## config.mk

```make
export PLATFORM = sky130hd
export DESIGN_NAME = vend_sequencer
export DESIGN_NICKNAME = d
export VERILOG_FILES = /design/src/rtl/vend_pkg.sv /design/src/rtl/vend_payout.sv /design/src/rtl/vend_sequencer.sv
export SDC_FILE = /design/constraint.sdc
export NUM_CORES = 1
export LEC_CHECK = 0
export CAP_MARGIN = 20
export CORE_UTILIZATION = 52
export DETAILED_ROUTE_END_ITERATION = 16
export GPL_TIMING_DRIVEN = 1
export PLACE_DENSITY = 0.74
export SYNTH_ARGS = -nofsm -noshare
export SYNTH_HDL_FRONTEND = slang
export SYNTH_SLANG_ARGS = --single-unit
```

## constraint.sdc

```tcl
create_clock -name clk -period 1.45 [get_ports clk]
set_clock_uncertainty 0.2 [all_clocks]
set_input_delay 0.29 -clock clk [delete_from_list [all_inputs] [get_ports clk]]
set_output_delay 0.29 -clock clk [all_outputs]
set_load 0.01 [all_outputs]
```

## src/rtl/vend_pkg.sv

```systemverilog
// vend_pkg: shared types and constants for the vending sequencer.
//   state_t     : top-level controller states (IDLE, COLLECT, VEND, CHANGE)
//   credit_t    : 4-bit shilling amount (credit or change)
//   *_V         : coin values in shillings
//   coin_value  : value of a single asserted coin pulse
package vend_pkg;

  typedef enum logic [1:0] {
    IDLE    = 2'd0,
    COLLECT = 2'd1,
    VEND    = 2'd2,
    CHANGE  = 2'd3
  } state_t;

  typedef logic [3:0] credit_t;

  localparam credit_t SHILLING_V = 4'd1;
  localparam credit_t FLORIN_V   = 4'd2;
  localparam credit_t CROWN_V    = 4'd5;

  // Only meaningful when exactly one pulse is high.
  function automatic credit_t coin_value(input logic s, input logic f, input logic c);
    credit_t v;
    v = '0;
    if (s)      v = SHILLING_V;
    else if (f) v = FLORIN_V;
    else if (c) v = CROWN_V;
    return v;
  endfunction

endpackage

```

## src/rtl/vend_payout.sv

```systemverilog
// vend_payout: hopper handshake loop that pays an amount out greedily,
// florins first, then a final shilling.
// Ports:
//   clk, rst_n   : clock, asynchronous active-low reset
//   start        : load amount and begin paying (request raised at once)
//   amount       : shillings to pay
//   hopper_ack   : hopper ejected the requested coin
//   florin       : request one florin, held until hopper_ack
//   shilling     : request one shilling, held until hopper_ack
//   remaining    : shillings still owed
//   done         : payout active, nothing requested and nothing owed
module vend_payout
  import vend_pkg::*;
(
  input  logic    clk,
  input  logic    rst_n,
  input  logic    start,
  input  credit_t amount,
  input  logic    hopper_ack,
  output logic    florin,
  output logic    shilling,
  output credit_t remaining,
  output logic    done
);

  credit_t r_rem;
  logic    r_active;
  logic    r_florin;
  logic    r_shilling;

  always_ff @(posedge clk or negedge rst_n) begin
    if (!rst_n) begin
      r_rem      <= '0;
      r_active   <= 1'b0;
      r_florin   <= 1'b0;
      r_shilling <= 1'b0;
    end else if (start) begin
      r_rem      <= amount;
      r_active   <= 1'b1;
      r_florin   <= (amount >= FLORIN_V);
      r_shilling <= (amount == SHILLING_V);
    end else if (r_active) begin
      if (r_florin && hopper_ack) begin
        r_florin <= 1'b0;
        r_rem    <= r_rem - FLORIN_V;
      end else if (r_shilling && hopper_ack) begin
        r_shilling <= 1'b0;
        r_rem      <= r_rem - SHILLING_V;
      end else if (!r_florin && !r_shilling) begin
        // Gap cycle after an ack: raise the next request or finish.
        if (r_rem >= FLORIN_V)        r_florin   <= 1'b1;
        else if (r_rem == SHILLING_V) r_shilling <= 1'b1;
        else                          r_active   <= 1'b0;
      end
    end
  end

  assign florin    = r_florin;
  assign shilling  = r_shilling;
  assign remaining = r_rem;
  assign done      = r_active && !r_florin && !r_shilling && (r_rem == '0);

endmodule

```

## src/rtl/vend_sequencer.sv

```systemverilog
// vend_sequencer: vending machine controller. Accumulates coin credit,
// releases the product once PRICE is reached and pays change through the
// hopper handshake in vend_payout.
// Optional feature: define VEND_REFUND_EN to add the cancel port (refund of
// collected credit without dispensing).
// Ports:
//   clk, reset_n        : clock, asynchronous active-low reset
//   coin_shilling/florin/crown : 1-cycle coin pulses (1/2/5 shillings)
//   cancel              : refund request (VEND_REFUND_EN only)
//   hopper_ack          : hopper ejected the requested coin
//   cState              : credit (IDLE/COLLECT) or change (VEND/CHANGE)
//   dispense            : product release, DISP_CYCLES cycles
//   florin, shilling    : hopper eject requests
//   coin_reject         : 1-cycle pulse, last coin not credited
//   busy                : high in VEND and CHANGE
module vend_sequencer
  import vend_pkg::*;
#(
  parameter int PRICE       = 4,
  parameter int DISP_CYCLES = 3
) (
  input  logic       clk,
  input  logic       reset_n,
  input  logic       coin_shilling,
  input  logic       coin_florin,
  input  logic       coin_crown,
`ifdef VEND_REFUND_EN
  input  logic       cancel,
`endif
  input  logic       hopper_ack,
  output logic [3:0] cState,
  output logic       dispense,
  output logic       florin,
  output logic       shilling,
  output logic       coin_reject,
  output logic       busy
);

  localparam credit_t PRICE_C = credit_t'(PRICE);
  localparam credit_t DISP_C  = credit_t'(DISP_CYCLES);

  // Reset asserts asynchronously and releases on a clock edge.
  logic [1:0] r_rst_sync;
  logic       w_rst_n;

  always_ff @(posedge clk or negedge reset_n) begin
    if (!reset_n) r_rst_sync <= '0;
    else          r_rst_sync <= {r_rst_sync[0], 1'b1};
  end
  assign w_rst_n = r_rst_sync[1];

  state_t  r_state, w_state_nx;
  credit_t r_cstate, w_cstate_nx;
  credit_t r_cnt, w_cnt_nx;
  logic    r_dispense, w_disp_nx;
  logic    r_reject, w_reject_nx;
  logic    r_busy, w_busy_nx;

  logic       w_cancel;
  logic [1:0] w_ncoins;
  logic       w_any_coin;
  logic       w_start;
  logic       w_done;
  credit_t    w_remaining;

`ifdef VEND_REFUND_EN
  assign w_cancel = cancel;
`else
  assign w_cancel = 1'b0;
`endif

  assign w_ncoins   = 2'(coin_shilling) + 2'(coin_florin) + 2'(coin_crown);
  assign w_any_coin = (w_ncoins != 2'd0);

  // The payout amount is whatever cState holds: change in VEND, credit on refund.
  vend_payout u_payout (
    .clk        (clk),
    .rst_n      (w_rst_n),
    .start      (w_start),
    .amount     (r_cstate),
    .hopper_ack (hopper_ack),
    .florin     (florin),
    .shilling   (shilling),
    .remaining  (w_remaining),
    .done       (w_done)
  );

  always_ff @(posedge clk or negedge w_rst_n) begin
    if (!w_rst_n) begin
      r_state    <= IDLE;
      r_cstate   <= '0;
      r_cnt      <= '0;
      r_dispense <= 1'b0;
      r_reject   <= 1'b0;
      r_busy     <= 1'b0;
    end else begin
      r_state    <= w_state_nx;
      r_cstate   <= w_cstate_nx;
      r_cnt      <= w_cnt_nx;
      r_dispense <= w_disp_nx;
      r_reject   <= w_reject_nx;
      r_busy     <= w_busy_nx;
    end
  end

  always_comb begin
    w_state_nx  = r_state;
    w_cstate_nx = r_cstate;
    w_cnt_nx    = r_cnt;
    w_disp_nx   = r_dispense;
    w_reject_nx = 1'b0;
    w_start     = 1'b0;
    case (r_state)
      IDLE, COLLECT: begin
        if ((r_state == COLLECT) && (r_cstate >= PRICE_C)) begin
          // Purchase committed: coins arriving now are not credited.
          w_state_nx  = VEND;
          w_cstate_nx = r_cstate - PRICE_C;
          w_disp_nx   = 1'b1;
          w_cnt_nx    = DISP_C;
          w_reject_nx = w_any_coin;
        end else if ((r_state == COLLECT) && w_cancel) begin
          w_state_nx  = CHANGE;
          w_start     = 1'b1;
          w_reject_nx = w_any_coin;
        end else if (w_ncoins == 2'd1) begin
          w_state_nx  = COLLECT;
          w_cstate_nx = r_cstate + coin_value(coin_shilling, coin_florin, coin_crown);
        end else if (w_any_coin) begin
          w_reject_nx = 1'b1;
        end
      end
      VEND: begin
        w_reject_nx = w_any_coin;
        if (r_cnt <= 4'd1) begin
          w_state_nx = CHANGE;
          w_disp_nx  = 1'b0;
          w_cnt_nx   = '0;
          w_start    = 1'b1;
        end else begin
          w_cnt_nx = r_cnt - 4'd1;
        end
      end
      CHANGE: begin
        w_reject_nx = w_any_coin;
        w_cstate_nx = w_remaining;
        if (w_done) begin
          w_state_nx  = IDLE;
          w_cstate_nx = '0;
        end
      end
      default: w_state_nx = IDLE;
    endcase
  end

  assign w_busy_nx = (w_state_nx == VEND) || (w_state_nx == CHANGE);

  assign cState      = r_cstate;
  assign dispense    = r_dispense;
  assign coin_reject = r_reject;
  assign busy        = r_busy;

endmodule

```

==> results.ini, run 1 <==
[outcome]
status=did not finish
flow.stopped_at=global routing
error=[ERROR DPL-0038] Utilization greater than 100%, impossible to legalize

[synthesis]
syn_area_um2=1450
syn-num-nets=169
yosys_warnings=0
synth_ff_type=dfrtp_1
synth.top_cell.area_share=0.363
synth_seq_area_share=0.363
synth_edf_count=0
syn_area_per_cell_um2=9.79
syn_inst=148
ys_async_sr_fraction=1.00
synthTopCellsByArea=dfrtp_1 36%, ha_1 11%, nand2_1 4.1%
synth_cell_type_count=47
ys_ff_latch=21
synth_top_cell_by_area=dfrtp_1

[floorplan]
initial_core_util=0.569
pin_count=15
die_y_um=54.8
fp-row-count=18
die_w_um=54.8

[clock_network]
clkSinkCount=21
cts_root_buffer=clkbuf_4
htree_levels=1
clk_path_buf_depth=2
cts_buffers=3

[place]
dp_hpwl_um=2810
place_inst=238
io_buffer_count=14
place.gp.congestion=0.853

[timing]
timing.grt.repair.worst_endpoint=cState[1]$_DFFE_PN0P_/D
worstEpCategory=sequential cell input

[grt]
grt_max_degree=20

[cells by family after synthesis]
kind of cell    after synthesis  synth area share
compound gates               42             0.211
xor+xnor                      4            0.0242
fa+ha+maj                    15             0.140
buf+inv                      16            0.0535
flops                        21             0.363
mux                           3            0.0259
other cells                   1           0.00259
simple gates                 46             0.180
[what timing repair did]
action,in CTS
endpoints found under the hold margin,2
endpoints found under the setup margin,27
buffers inserted,19
gates resized for setup,89
pin swaps,23
hold buffers,1
gates cloned,0
[cells in the mapped netlist, drive strengths merged (4+ instances only)]
cell,count
nand2,16
xnor2,4
a31oi,4
buf,4
dfrtp,21
ha,13
a21oi,6
inv,11
o21ai,8
nor2,7
[through the flow]
step	setup slack, ns	area, um^2	util
CTS	-0.393	2430	0.957
floorplan	-0.360	1550	-
detailed placement	-0.996	2070	0.814
global placement	-0.948	2070	0.814
==> run 2: changes to the inputs <==
- CORE_UTILIZATION: 52 -> 37
- PLACE_DENSITY: 0.74 -> unset
- PLACE_DENSITY_LB_ADDON: unset -> 0.15
==> run 2 against run 1 <==
  * The flow now finishes, with violations (negative setup slack)
  * Synthesized area did not move
  * Synthesized cell count did not move
==> results.ini, run 2 <==
[route]
viasPerCell=5.23
first_pass_iters=4
antenna_left=0
drc=0
num_vias=1454
wirelength_um=4420
drtIter0Drc=44
wl_per_cell_um=15.9

[floorplan]
pin_count=15
die-area_um2=4170
die_y_um=64.6
initial_core_util=0.390
core_area_um2=3720
die_w_um=64.6
fp-row-count=22

[power_and_ir_drop]
leakage_nw=1.16
intPower_w=0.00344
pwr-share-seq=0.176
switching_share=0.409
combPwrFrac=0.755
peakVddDrop_mv=1.38
pwr-share-clk=0.070
powerDensity_nw_per_um2=2230
power_w=0.00581
p_switching_w=0.00238

[worst_setup_path]
crit_path_start_kind=flip-flop
path_max_fanout=2
crit_chain=ha_4, fa_2, a22o_1, mux2_4
required_ns=1.40
max_stage_delay_ns=0.42
slowest_stage=fa_2
critPathArrivalTime_ns=1.74
crit_type=flip-flop to flip-flop
endpoint_kind=flip-flop

[place]
place.gp.congestion=0.879
dp_slack_ns=-1.01
dp_hpwl_um=2940
place_inst=255
io_buffer_count=14

[synthesis]
synth.top_cell.area_share=0.363
yosys_warnings=0
syn_area_per_cell_um2=9.79
syn-num-nets=169
syn_area_um2=1450
synth.most_common_cell=dfrtp_1
synth_ff_type=dfrtp_1
synth_seq_area_share=0.363
synth_cell_type_count=47
syn_inst=148
ys_ff_latch=21
synth_top_cell_by_area=dfrtp_1
synthTopCellsByArea=dfrtp_1 36%, ha_1 11%, nand2_1 4.1%
ys_async_sr_fraction=1.00
synth_edf_count=0
ys_top_cells_by_count=21 x dfrtp_1, 16 x nand2_1, 13 x ha_1

[cells_and_area]
final_common_cell=buf_4
fin_nets=252
area_growth_pct=80.1
diodes=0
layout.cells.non_filler=278
final_cell_mix=47 x buf_4, 27 x buf_6, 19 x dfrtp_1, 12 x nand2_1, 7 x ha_4
drive_gt1_frac=0.617

[timing]
rsz0062_at_grt=true
setup_viol=22
fin_crit_ns=1.78
worst_slack_ns=-0.334
hold_viol=0
slew_viol_final=0
period_share=1.23
fmaxAchievable_mhz=561

[clock_network]
cts_tree=built
clkTransAtPathRegs_ns=0.09
clkSinkCount=21
cts_root_buffer=clkbuf_8
cts_buffers=3
clk_latency_ns=0.27
clk_path_buf_depth=2
htree_levels=1

[grt]
track_usage=0.228
grt_pass1_vias=1515
grt_max_degree=20
grt_pass1_wl_um=7240
antenna_found_initial=0
grt_remaining_overflow=0

[worst_hold_path]
hold_path.class=flip-flop to async pin

[outcome]
status=finished with violations
violations=negative setup slack

[run]
drv_cap=0

-- run 2: cell counts after synthesis --
No cell type changed its count.
-- run 2: what timing repair did --
item,CTS,global route
resized for setup,93,25
hold buffers,1,0
endpoints found under the setup margin,27,23
hold endpoints to repair,2,0
pin swaps,23,11
setup buffers,17,8
-- run 2: layer usage --
layer,share of wire,vias to the layer above,GRT usage
met2,0.50,24,0.358
met1,0.47,723,0.319
met3,0.019,9,0.0176
met5,0,-,0
met4,0.017,0,0.100
li1,-,698,-
-- run 2: cells by family after synthesis --
logic type | after synthesis | synth area share
other cells | 1 | 0.00259
mux | 3 | 0.0259
xor+xnor | 4 | 0.0242
compound gates | 42 | 0.211
simple gates | 46 | 0.180
fa+ha+maj | 15 | 0.140
flops | 21 | 0.363
buf+inv | 16 | 0.0535
-- run 2: cell type report --
cell class | instances | area [um^2]
repair buffers | 83 | 744
clock buffers | 3 | 41.3
inverters | 11 | 41.3
fillers | 272 | 1110
clock inverters | 1 | 5.00
multi-input cells | 111 | 1190
flip-flops and latches | 21 | 528
well taps | 48 | 60.1
-- run 2: through the flow --
stage / hold WS, ns / setup TNS [ns] / instance area, um^2 / util
6_report: 0.00636 / -3.79 / 2610 / 0.702
5_1_grt: 0.0539 / -4.79 / 2610 / 0.702
3_5_place_dp: 0.00922 / -8.19 / 2090 / 0.562
3_3_place_gp: 0.00528 / -7.60 / 2090 / 0.562
4_1_cts: 0.0171 / -3.45 / 2440 / 0.656
2_1_floorplan: -0.206 / -2.24 / 1550 / -
-- run 2: power groups by stage --
stage,logic (W),registers [W],clock network (W)
6_report,0.00439,0.00102,0.000405
5_1_grt,0.00470,0.00105,0.000431
4_1_cts,0.00390,0.00100,0.000409
3_5_place_dp,0.00306,0.00102,0
3_3_place_gp,0.00298,0.00102,0
2_1_floorplan,0.00155,0.00115,0
-- run 2: final timing paths --
path	start	end	slack, ns	depth (start not counted)
max in group asynchronous	reset_n	r_rst_sync[1]	0.43	2
min	r_rst_sync[1]	dispense	0.006	1
max reg2reg	cState[0]	cState[1]	-0.33	4
max	cState[0]	cState[1]	-0.33	4
min reg2reg	r_rst_sync[1]	dispense	0.006	1
min in group clk	r_rst_sync[0]	r_rst_sync[1]	0.16	0
-- run 2: worst max-delay path, delay by kind of cell, from the launching register on --
kind | cells | cell delay, ns
compound gates | 1 | 0.20
fa+ha+maj | 2 | 0.60
flops | 1 | 0.41
mux | 1 | 0.26
Power figures use the tool's default switching activity.
==> patch (settings of run 2) <==
Reset style: synchronous (`reset_n`, `rst_n` and `w_rst_n`), changed in 3 clocked blocks. Comments in the files are not updated.
--- a/src/rtl/vend_payout.sv
+++ b/src/rtl/vend_payout.sv
@@ -29,5 +29,5 @@
   logic    r_shilling;
 
-  always_ff @(posedge clk or negedge rst_n) begin
+  always_ff @(posedge clk) begin
     if (!rst_n) begin
       r_rem      <= '0;
--- a/src/rtl/vend_sequencer.sv
+++ b/src/rtl/vend_sequencer.sv
@@ -44,5 +44,5 @@
   logic       w_rst_n;
 
-  always_ff @(posedge clk or negedge reset_n) begin
+  always_ff @(posedge clk) begin
     if (!reset_n) r_rst_sync <= '0;
     else          r_rst_sync <= {r_rst_sync[0], 1'b1};
@@ -86,5 +86,5 @@
   );
 
-  always_ff @(posedge clk or negedge w_rst_n) begin
+  always_ff @(posedge clk) begin
     if (!w_rst_n) begin
       r_state    <= IDLE;
Function: differs if reset_n is asserted again (counterexample within 4 cycles, from zero or initial values and one cycle with reset_n low); with reset_n held inactive, the same outputs for 10 cycles.
==> patch against run 2 <==
- the flow still finishes with violations (setup timing)
- final area fell by 7.3%
- wire length rose by 6.6%
- setup slack worse by 0.11 ns
- first-iteration DRC count up 66%
- sequential cell count unchanged
- synthesized area down 4.0%
- critical endpoint is now r_cnt[0]
- highest routed layer unchanged
Power is left out: it rests on default switching activity, and per cell area and clock period it moved more than threefold.
==> patch: results (changes against run 2) <==
status: finished with violations
failing checks: setup timing
setup TNS: -5.78 ns (-1.98 ns)
XOR/XNOR Fraction of Synth Area: 0.0252 (+0.00100)
Unique masters post-synth: 46 (-2.1%)
placed cells: 276 (+8.2%)
sequential fraction of the synthesis area: 0.302 (-0.0605)
inverter count: 10 (-1)
area added between synthesis and finish: 73.8%
vias in the first global route: 1639 (+8.2%)
Hold Crit Class: flip-flop to flip-flop
worst-path maximum fanout: 4 (+2)
layout cell share with drive strength beyond 1: 0.543 (-0.0749)
post-CTS setup buffers: 10 (-7)
CP Data Arrival Time: 1.89 ns (+0.15 ns)
largest net degree at the start of global routing: 19 (-5.0%)
Final nets: 269 (+6.7%)
CP max stage cell: or4b_4
final setup violation count: 22 (unchanged)
top post-synthesis cells by area: dfxtp_1 (30%), ha_1 (12%), o21ai_0 (5.4%)
r2r startpoint: cState[0]
syn_nets: 190 (+12%)
crit path to: r_cnt[0]
nonclk buf count: 79 (-4.8%)
Clock-cell share: 0.0191 (+0.00140)
slowest stage delay, CP: 0.54 ns (+0.12 ns)
worst slack, placed: -1.12 ns (-0.117 ns)
Reg area: 444 µm² (-16%)
post-DR wirelength/cell: 16.1 µm (+1.2%)
fill cell count: 268 (-1.5%)
first-pass GRT wire length: 7600 µm (+4.9%)
Post-Synth Adder-Cell Area: 0.146 (+0.00579)
Final HPWL DP: 3030 µm (+3.1%)
post-CTS sizing: 81 (-13%)
CP top delay family: simple AND/OR/NAND/NOR gates
worst setup margin: -0.444 ns (-0.110 ns)
==> patch: cell count changes after synthesis, moves of 4 or more <==
cell,change
o21ai_0,+8
dfxtp_1,+21
nor2_1,+5
dfrtp_1,-21
nand3_1,+4
a21oi_1,+5
==> patch: metal layers <==
metal  up-vias  share of wire  global-route usage
met2        57           0.49               0.406
li1        768              -                   -
met4         0          0.040               0.114
met1       749           0.43               0.287
met5         -              0                   0
met3        21          0.047              0.0634
==> patch: how the worst min path moves through the flow <==
stage / cells after the start / from / slack [ns] / to
2_1_floorplan: 0 / reset_n / 0.12 / r_rst_sync[0]
3_3_place_gp: 1 / r_rst_sync[0] / 0.21 / r_rst_sync[1]
3_5_place_dp: 1 / r_rst_sync[0] / 0.23 / r_rst_sync[1]
4_1_cts: 1 / r_rst_sync[0] / 0.25 / r_rst_sync[1]
5_1_grt: 1 / r_rst_sync[0] / 0.29 / r_rst_sync[1]
6_report: 1 / r_rst_sync[0] / 0.25 / r_rst_sync[1]
